<file path="src/rtl/tr_pkg.sv">
// Shared definitions for the step sequencer and the tracking controller:
// sequencer state encoding and default timing parameters in clk cycles.
package tr_pkg;

  typedef enum logic [1:0] {
    ST_IDLE      = 2'd0,
    ST_DIR_SETUP = 2'd1,
    ST_STEP_HIGH = 2'd2,
    ST_STEP_LOW  = 2'd3
  } state_t;

  localparam int DEF_WIDTH_WORK   = 16;
  localparam int DEF_WIDTH_POS    = 32;
  localparam int DEF_PULSE_W      = 100;
  localparam int DEF_DIR_SETUP    = 250;
  localparam int DEF_PERIOD_START = 5000;
  localparam int DEF_PERIOD_MIN   = 400;
  localparam int DEF_RAMP_STEP    = 20;

endpackage

</file>
<file path="src/rtl/step_sequencer_if.sv">
// Command and status bundle between the tracking controller (master) and the
// step sequencer (slave).
interface step_sequencer_if #(
  parameter int WIDTH_WORK = tr_pkg::DEF_WIDTH_WORK,
  parameter int WIDTH_POS  = tr_pkg::DEF_WIDTH_POS
);

  // No handshake: enable/dir_req/period are level commands that the sequencer
  // samples only in IDLE or at the end of a step; changes at other times wait.
  logic                         enable;
  logic                         dir_req;
  logic [WIDTH_WORK-1:0]        period;

  logic                         drv_step;
  logic                         drv_dir;
  logic                         busy;
  logic signed [WIDTH_POS-1:0]  position;
  logic [WIDTH_WORK-1:0]        cur_period;
  tr_pkg::state_t               state;

  modport master (
    output enable, dir_req, period,
    input  drv_step, drv_dir, busy, position, cur_period, state
  );

  modport slave (
    input  enable, dir_req, period,
    output drv_step, drv_dir, busy, position, cur_period, state
  );

endinterface

</file>
<file path="src/rtl/step_ramp.sv">
// Combinational ramp: moves the current step period toward the target by at
// most ramp_step, never overshooting the target.
module step_ramp #(
  parameter int WIDTH = 16
) (
  input  logic [WIDTH-1:0] cur,
  input  logic [WIDTH-1:0] target,
  input  logic [WIDTH-1:0] ramp_step,
  output logic [WIDTH-1:0] next
);

  logic [WIDTH:0] cur_x;
  logic [WIDTH:0] tgt_x;
  logic [WIDTH:0] step_x;
  logic [WIDTH:0] next_x;

  assign cur_x  = {1'b0, cur};
  assign tgt_x  = {1'b0, target};
  assign step_x = {1'b0, ramp_step};

  always_comb begin
    next_x = tgt_x;
    if (cur_x > tgt_x) begin
      if ((cur_x - tgt_x) > step_x) next_x = cur_x - step_x;
    end else if (cur_x < tgt_x) begin
      if ((tgt_x - cur_x) > step_x) next_x = cur_x + step_x;
    end
  end

  // An out-of-range intermediate can only come from a bad target; fall back to it.
  assign next = next_x[WIDTH] ? target : next_x[WIDTH-1:0];

endmodule

</file>
<file path="src/rtl/step_sequencer.sv">
// Step/direction pulse generator with trapezoidal period ramping, direction
// setup time and a signed position counter.
module step_sequencer
  import tr_pkg::*;
#(
  parameter int WIDTH_WORK   = DEF_WIDTH_WORK,
  parameter int WIDTH_POS    = DEF_WIDTH_POS,
  parameter int PULSE_W      = DEF_PULSE_W,
  parameter int DIR_SETUP    = DEF_DIR_SETUP,
  parameter int PERIOD_START = DEF_PERIOD_START,
  parameter int PERIOD_MIN   = DEF_PERIOD_MIN,
  parameter int RAMP_STEP    = DEF_RAMP_STEP
) (
  input  logic              clk,
  input  logic              rst_n,
  step_sequencer_if.slave   bus
);

  localparam logic [WIDTH_WORK-1:0] P_START      = WIDTH_WORK'(PERIOD_START);
  localparam logic [WIDTH_WORK-1:0] P_MIN        = WIDTH_WORK'(PERIOD_MIN);
  localparam logic [WIDTH_WORK-1:0] P_RAMP       = WIDTH_WORK'(RAMP_STEP);
  localparam logic [WIDTH_WORK-1:0] P_PULSE_LAST = WIDTH_WORK'(PULSE_W - 1);
  localparam logic [WIDTH_WORK-1:0] P_SETUP_LAST = WIDTH_WORK'(DIR_SETUP - 1);
  localparam logic [WIDTH_WORK-1:0] P_LOW_TRIM   = WIDTH_WORK'(PULSE_W + 1);
  localparam logic signed [WIDTH_POS-1:0] POS_ONE = WIDTH_POS'(1);

  state_t                       state, state_n;
  logic [WIDTH_WORK-1:0]        timer, timer_n;
  logic [WIDTH_WORK-1:0]        cur_period, cur_period_n;
  logic                         drv_step, drv_step_n;
  logic                         drv_dir, drv_dir_n;
  logic signed [WIDTH_POS-1:0]  position, position_n;
  logic signed [WIDTH_POS-1:0]  position_stepped;

  logic [WIDTH_WORK-1:0]        ramp_target;
  logic [WIDTH_WORK-1:0]        ramp_next;
  logic                         go;
  logic                         dir_change;
  logic                         timer_done;

  assign go               = bus.enable && (bus.period != '0);
  assign dir_change       = (bus.dir_req != drv_dir);
  assign timer_done       = (timer == '0);
  assign position_stepped = drv_dir ? position + POS_ONE : position - POS_ONE;

  // A pending reversal decelerates toward the start period before flipping.
  always_comb begin
    if (dir_change)               ramp_target = P_START;
    else if (bus.period < P_MIN)  ramp_target = P_MIN;
    else if (bus.period > P_START) ramp_target = P_START;
    else                          ramp_target = bus.period;
  end

  step_ramp #(.WIDTH(WIDTH_WORK)) u_ramp (
    .cur       (cur_period),
    .target    (ramp_target),
    .ramp_step (P_RAMP),
    .next      (ramp_next)
  );

  always_comb begin
    state_n      = state;
    timer_n      = timer;
    cur_period_n = cur_period;
    drv_step_n   = drv_step;
    drv_dir_n    = drv_dir;
    position_n   = position;

    case (state)
      ST_IDLE: begin
        if (go) begin
          cur_period_n = P_START;
          if (dir_change) begin
            state_n   = ST_DIR_SETUP;
            drv_dir_n = bus.dir_req;
            timer_n   = P_SETUP_LAST;
          end else begin
            state_n    = ST_STEP_HIGH;
            drv_step_n = 1'b1;
            timer_n    = P_PULSE_LAST;
            position_n = position_stepped;
          end
        end
      end

      ST_DIR_SETUP: begin
        if (timer_done) begin
          state_n    = ST_STEP_HIGH;
          drv_step_n = 1'b1;
          timer_n    = P_PULSE_LAST;
          position_n = position_stepped;
        end else begin
          timer_n = timer - 1'b1;
        end
      end

      ST_STEP_HIGH: begin
        if (timer_done) begin
          state_n    = ST_STEP_LOW;
          drv_step_n = 1'b0;
          // Low phase fills the rest of the step so rise-to-rise equals cur_period.
          timer_n    = cur_period - P_LOW_TRIM;
        end else begin
          timer_n = timer - 1'b1;
        end
      end

      ST_STEP_LOW: begin
        if (timer_done) begin
          if (!go) begin
            state_n = ST_IDLE;
          end else if (dir_change && (cur_period >= P_START)) begin
            state_n   = ST_DIR_SETUP;
            drv_dir_n = bus.dir_req;
            timer_n   = P_SETUP_LAST;
          end else begin
            state_n      = ST_STEP_HIGH;
            cur_period_n = ramp_next;
            drv_step_n   = 1'b1;
            timer_n      = P_PULSE_LAST;
            position_n   = position_stepped;
          end
        end else begin
          timer_n = timer - 1'b1;
        end
      end

      default: begin
        state_n    = ST_IDLE;
        drv_step_n = 1'b0;
      end
    endcase
  end

  always_ff @(posedge clk or negedge rst_n) begin
    if (!rst_n) begin
      state      <= ST_IDLE;
      timer      <= '0;
      cur_period <= '0;
      drv_step   <= 1'b0;
      drv_dir    <= 1'b0;
      position   <= '0;
    end else begin
      state      <= state_n;
      timer      <= timer_n;
      cur_period <= cur_period_n;
      drv_step   <= drv_step_n;
      drv_dir    <= drv_dir_n;
      position   <= position_n;
    end
  end

  assign bus.drv_step   = drv_step;
  assign bus.drv_dir    = drv_dir;
  assign bus.busy       = (state != ST_IDLE);
  assign bus.position   = position;
  assign bus.cur_period = cur_period;
  assign bus.state      = state;

endmodule

</file>
<file path="src/flat_wrapper.sv">
// flat-port wrapper written by rule: the top's interface ports become plain ports
module step_sequencer_flat import tr_pkg::*;
#(
  parameter int WIDTH_WORK   = DEF_WIDTH_WORK,
  parameter int WIDTH_POS    = DEF_WIDTH_POS,
  parameter int PULSE_W      = DEF_PULSE_W,
  parameter int DIR_SETUP    = DEF_DIR_SETUP,
  parameter int PERIOD_START = DEF_PERIOD_START,
  parameter int PERIOD_MIN   = DEF_PERIOD_MIN,
  parameter int RAMP_STEP    = DEF_RAMP_STEP
)
  (clk, rst_n, bus_enable, bus_dir_req, bus_period, bus_drv_step, bus_drv_dir, bus_busy, bus_position, bus_cur_period, bus_state);
  step_sequencer_if #(.WIDTH_WORK(WIDTH_WORK), .WIDTH_POS(WIDTH_POS)) bus_i ();
  input  logic clk;
  input  logic rst_n;
  input wire logic [$bits(bus_i.enable)-1:0] bus_enable;
  input wire logic [$bits(bus_i.dir_req)-1:0] bus_dir_req;
  input wire logic [$bits(bus_i.period)-1:0] bus_period;
  output wire logic [$bits(bus_i.drv_step)-1:0] bus_drv_step;
  output wire logic [$bits(bus_i.drv_dir)-1:0] bus_drv_dir;
  output wire logic [$bits(bus_i.busy)-1:0] bus_busy;
  output wire logic [$bits(bus_i.position)-1:0] bus_position;
  output wire logic [$bits(bus_i.cur_period)-1:0] bus_cur_period;
  output wire logic [$bits(bus_i.state)-1:0] bus_state;
  assign bus_i.enable = bus_enable;
  assign bus_i.dir_req = bus_dir_req;
  assign bus_i.period = bus_period;
  assign bus_drv_step = bus_i.drv_step;
  assign bus_drv_dir = bus_i.drv_dir;
  assign bus_busy = bus_i.busy;
  assign bus_position = bus_i.position;
  assign bus_cur_period = bus_i.cur_period;
  assign bus_state = bus_i.state;
  step_sequencer #(.WIDTH_WORK(WIDTH_WORK), .WIDTH_POS(WIDTH_POS), .PULSE_W(PULSE_W), .DIR_SETUP(DIR_SETUP), .PERIOD_START(PERIOD_START), .PERIOD_MIN(PERIOD_MIN), .RAMP_STEP(RAMP_STEP)) u_core (.clk(clk), .rst_n(rst_n), .bus(bus_i));
endmodule
</file>
<file path="config.mk">
export PLATFORM = sky130hd
export DESIGN_NAME = step_sequencer_flat
export DESIGN_NICKNAME = d
export VERILOG_FILES = /design/src/rtl/tr_pkg.sv /design/src/rtl/step_sequencer_if.sv /design/src/rtl/step_ramp.sv /design/src/rtl/step_sequencer.sv /design/src/flat_wrapper.sv
export SDC_FILE = /design/constraint.sdc
export NUM_CORES = 1
export LEC_CHECK = 0
export BUFFER_PORTS_ARGS = -buffer_cell sky130_fd_sc_hd__buf_2
export CORE_UTILIZATION = 45
export CTS_CLUSTER_DIAMETER = 40
export CTS_CLUSTER_SIZE = 24
export DETAILED_ROUTE_END_ITERATION = 8
export PLACE_DENSITY_LB_ADDON = 0.2
export SLEW_MARGIN = 0
export SYNTH_ARGS = -nofsm -noshare
export SYNTH_HDL_FRONTEND = slang
export SYNTH_SLANG_ARGS = --single-unit
</file>
<file path="constraint.sdc">
create_clock -name clk -period 4.7 [get_ports clk]
set_input_delay 0.94 -clock clk [delete_from_list [all_inputs] [get_ports clk]]
set_output_delay 0.94 -clock clk [all_outputs]
set_load 0.02 [all_outputs]
</file>
==> results.cfg <==
[timing]
min_period_over_period_pct = 106
tightest_slew_ns = 0.945
totalNegativeSetupSlack_ns = -3.50
fmax_mhz = 201
timing.final.hold_violations = 0
setup_repair_after_global_routing_missed_its_margin = yes
finalSetupViolCount = 16
fin_crit_ns = 4.99
final_critical_path_setup_slack_ns = -0.286
clock_skew_ns = 0.00570
slew_headroom_pct = 37.0
report.final.slew_viol_count = 0

[critical_path]
worst-endpoint-required_ns = 4.96
critical_path.endpoint_type = flip-flop
largest_stage_delay_worst_path_ns = 0.56
cp_cell_sequence = buf_6 -> nor3_4 -> nand2_2 -> or3_4 -> o21bai_4 -> nor2b_4 -> buf_12 -> and2_4 -> ha_4 -> buf_4 -> a21oi_2 -> nand2_1 -> o21ai_4 -> xnor2_1 -> or4_4 -> a2111oi_4 -> a211oi_4 -> buf_6 -> clkbuf_16 -> a221oi_2 -> a31oi_1 -> a221o_1 -> o21ai_1
critical-path-slowest-cell = sky130_fd_sc_hd__or4_4
timing.setup.critical_path_class = input pin to flip-flop
crit_fanout = 6
critPathTopFamily = compound AO/OA/AOI/OAI gates
cp.arrival_ns = 5.25
worst_path_buf_inv = 5
critPathMostFrequentCell = sky130_fd_sc_hd__buf_6
timing.critical_path.from_type = input pin

[floorplanning]
rows = 47
floorplan.initialDensity_pct = 45.8
io-pin-count = 73
placeable_area_um2 = 16500
dieArea_um2 = 17300
floorplan.die.width_um = 132
dieHeight_um = 132

[layout]
fillers = 1454
final-instance-count-excl-fill = 1421
fin_nets = 1289
drive_gt1_share_pct = 29.0
multiInputGateArea_um2 = 6110
flow.area_growth_from_synthesis_pct = 35.4
fin_util_pct = 62.0
diodes = 0
seqCellArea_um2 = 1700

[power_and_ir_drop]
power.share.switching_pct = 32.7
combPwrFrac_pct = 27.4
power_per_cell_area_nw_per_um2 = 188
ir_drop_v = 0.000173
power_leakage_nw = 4.48
power.switching_mw = 0.629
p_seq_share_pct = 35.9
relative_contribution_of_the_clock_network_to_total_power_pct = 36.7
power.internal_mw = 1.29

[logic_synthesis]
syn_inst = 995
synth_area_leaders = sky130_fd_sc_hd__dfrtp_1 (22%), sky130_fd_sc_hd__ha_1 (12%), sky130_fd_sc_hd__o21ai_0 (5.7%), sky130_fd_sc_hd__a21oi_1 (5.1%), sky130_fd_sc_hd__xnor2_1 (5.1%)
number_of_synthesized_register_bits = 68
synth_largest_type_area_fraction_pct = 22.5
synthTopCellsByCount = sky130_fd_sc_hd__nand2_1 (97), sky130_fd_sc_hd__o21ai_0 (86), sky130_fd_sc_hd__nor2_1 (83)
syn_area_um2 = 7570
synth_cell_types = 75
yosysTopAreaCell = sky130_fd_sc_hd__dfrtp_1
synthArstFlopShare_pct = 100
synth-edff-count = 0
synth_warnings = 0
synthFlopType = sky130_fd_sc_hd__dfrtp_1
synth.yosys.seq_area_share_pct = 22.5
synth.most_common_cell = sky130_fd_sc_hd__nand2_1
post_synthesis_average_cell_area_um2 = 7.61

[placement]
post-place-cells = 1395
gp_congestion = 0.921
detailedPlacementHpwl_mm = 18.5
port_buffers = 72

[routing]
drt-wirelength-per-cell_um = 17.2
first_iter_violations = 657
wirelength_met1_mm = 10.5
number_of_design_rule_violations_left_after_detail_routing = 0
num_vias = 8289
met2RoutedLength_mm = 11.6
routed_wire_length_mm = 24.4
route.met3.wl_mm = 1.42
final_antenna_net_count = 0
via_per_inst = 5.83
routed.top_layer = met4
drt-pass1-iter-count = 5

[grt]
grt_antenna_before_repair = 0
grt_max_degree = 69
first_global_vias = 7893
grtUsageTotal_pct = 28.2
grt_pass1_wl_mm = 39.4
global_route.overflow_total = 0

[clock_network]
cts_max_path_buffers = 2
ctsRootBufferMaster = sky130_fd_sc_hd__clkbuf_16
clkSinkCount = 68
cts.reportedPaths.clkPinSlew_ns = 0.06
h_tree_levels = 3
cts_tree = built
worst_skew_pair.late_latency_ns = 0.35
cts-buffers-inserted = 9

[worst_hold_path]
timing.hold.worst.class = flip-flop to flip-flop

[job]
max_cap_viol = 0

[run_status]
violations = setup timing
outcome = finished with violations
[power by group through the flow]
stage / logic [mW] / clock network, mW / registers [mW]
after detailed placement: 0.488 / 0 / 0.699
after CTS: 0.506 / 0.714 / 0.689
after global routing: 0.586 / 0.736 / 0.699
after floorplan: 0.330 / 0 / 0.706
final: 0.526 / 0.706 / 0.691
after global placement: 0.483 / 0 / 0.700
[timing repair]
| item | 4_1_cts | 5_1_grt |
|---|---|---|
| buffers inserted | 4 | 4 |
| pin swaps | 37 | 42 |
| cloned | 2 | 1 |
| gates resized for setup | 57 | 52 |
| endpoints found under the setup margin | 16 | 16 |
| hold buffers | 0 | 0 |
[layer usage]
metal	global-route usage, %	up-vias
met5	0	-
met4	12.7	0
met3	3.78	67
met2	46.6	317
met1	36.4	3855
li1	-	4050
[final timing paths]
check	from	end	slack [ns]	cells after the start
hold / removal	u_core.bus.position[31]	u_core.bus.position[31]	0.47	1
max in group asynchronous	rst_n	u_core.bus.cur_period[4]	3.36	1
setup reg to reg	u_core.bus.drv_dir	u_core.bus.cur_period[8]	0.17	21
hold reg to reg	u_core.bus.position[31]	u_core.bus.position[31]	0.47	1
min in group asynchronous	rst_n	u_core.bus.cur_period[12]	0.73	1
setup / recovery	bus_period[15]	u_core.bus.cur_period[6]	-0.29	23
[registers in the layout (all words and copies together) (netlist names)]
name	count
u_core.bus.drv_dir	1
u_core.timer	16
u_core.bus.state	2
u_core.bus.drv_step	1
u_core.bus.cur_period	16
u_core.bus.position	32
[cells in the final DEF (no fill, tap or decap), drive strengths merged, types with 17 or more instances in the layout]
master / n
xor2: 22
nand2: 99
buf: 228
o31ai: 17
xnor2: 44
inv: 54
dfrtp: 68
nor3: 32
ha: 71
o21ai: 98
a211oi: 17
a21o: 20
nor2: 84
a21oi: 77
nand3: 23
nor2b: 17
[area by class of cell]
type / count / area share (%)
multi-input combinational: 835 / 59.6
sequential: 68 / 16.6
timing repair buffer: 229 / 16.2
tap: 220 / 2.69
clock buffer: 9 / 2.20
inverter: 53 / 1.94
clock inverter: 7 / 0.733
[per-stage QoR]
step | total power, mW | area, µm² | setup WS [ns] | hold slack, ns
after floorplan | 1.04 | 7750 | -0.355 | 0.471
after global placement | 1.18 | 9330 | -0.859 | 0.454
after detailed placement | 1.19 | 9330 | -0.928 | 0.460
after CTS | 1.91 | 9940 | -0.213 | 0.468
after global routing | 2.02 | 10200 | -0.413 | 0.492
final | 1.92 | 10200 | -0.286 | 0.466
[cells by family (layout without fill, tap and decap cells)]
logic type      Yosys count  after routing  share of synthesized area (%)
compound gates          342            342                           29.8
xor+xnor                 66             66                           7.64
fa+ha+maj                73             73                           12.3
buf+inv                  97            298                           5.14
flops                    68             68                           22.5
mux                       4              4                          0.579
other cells               2              6                         0.0992
simple gates            343            344                           22.0
Power figures use the tool's default switching activity.
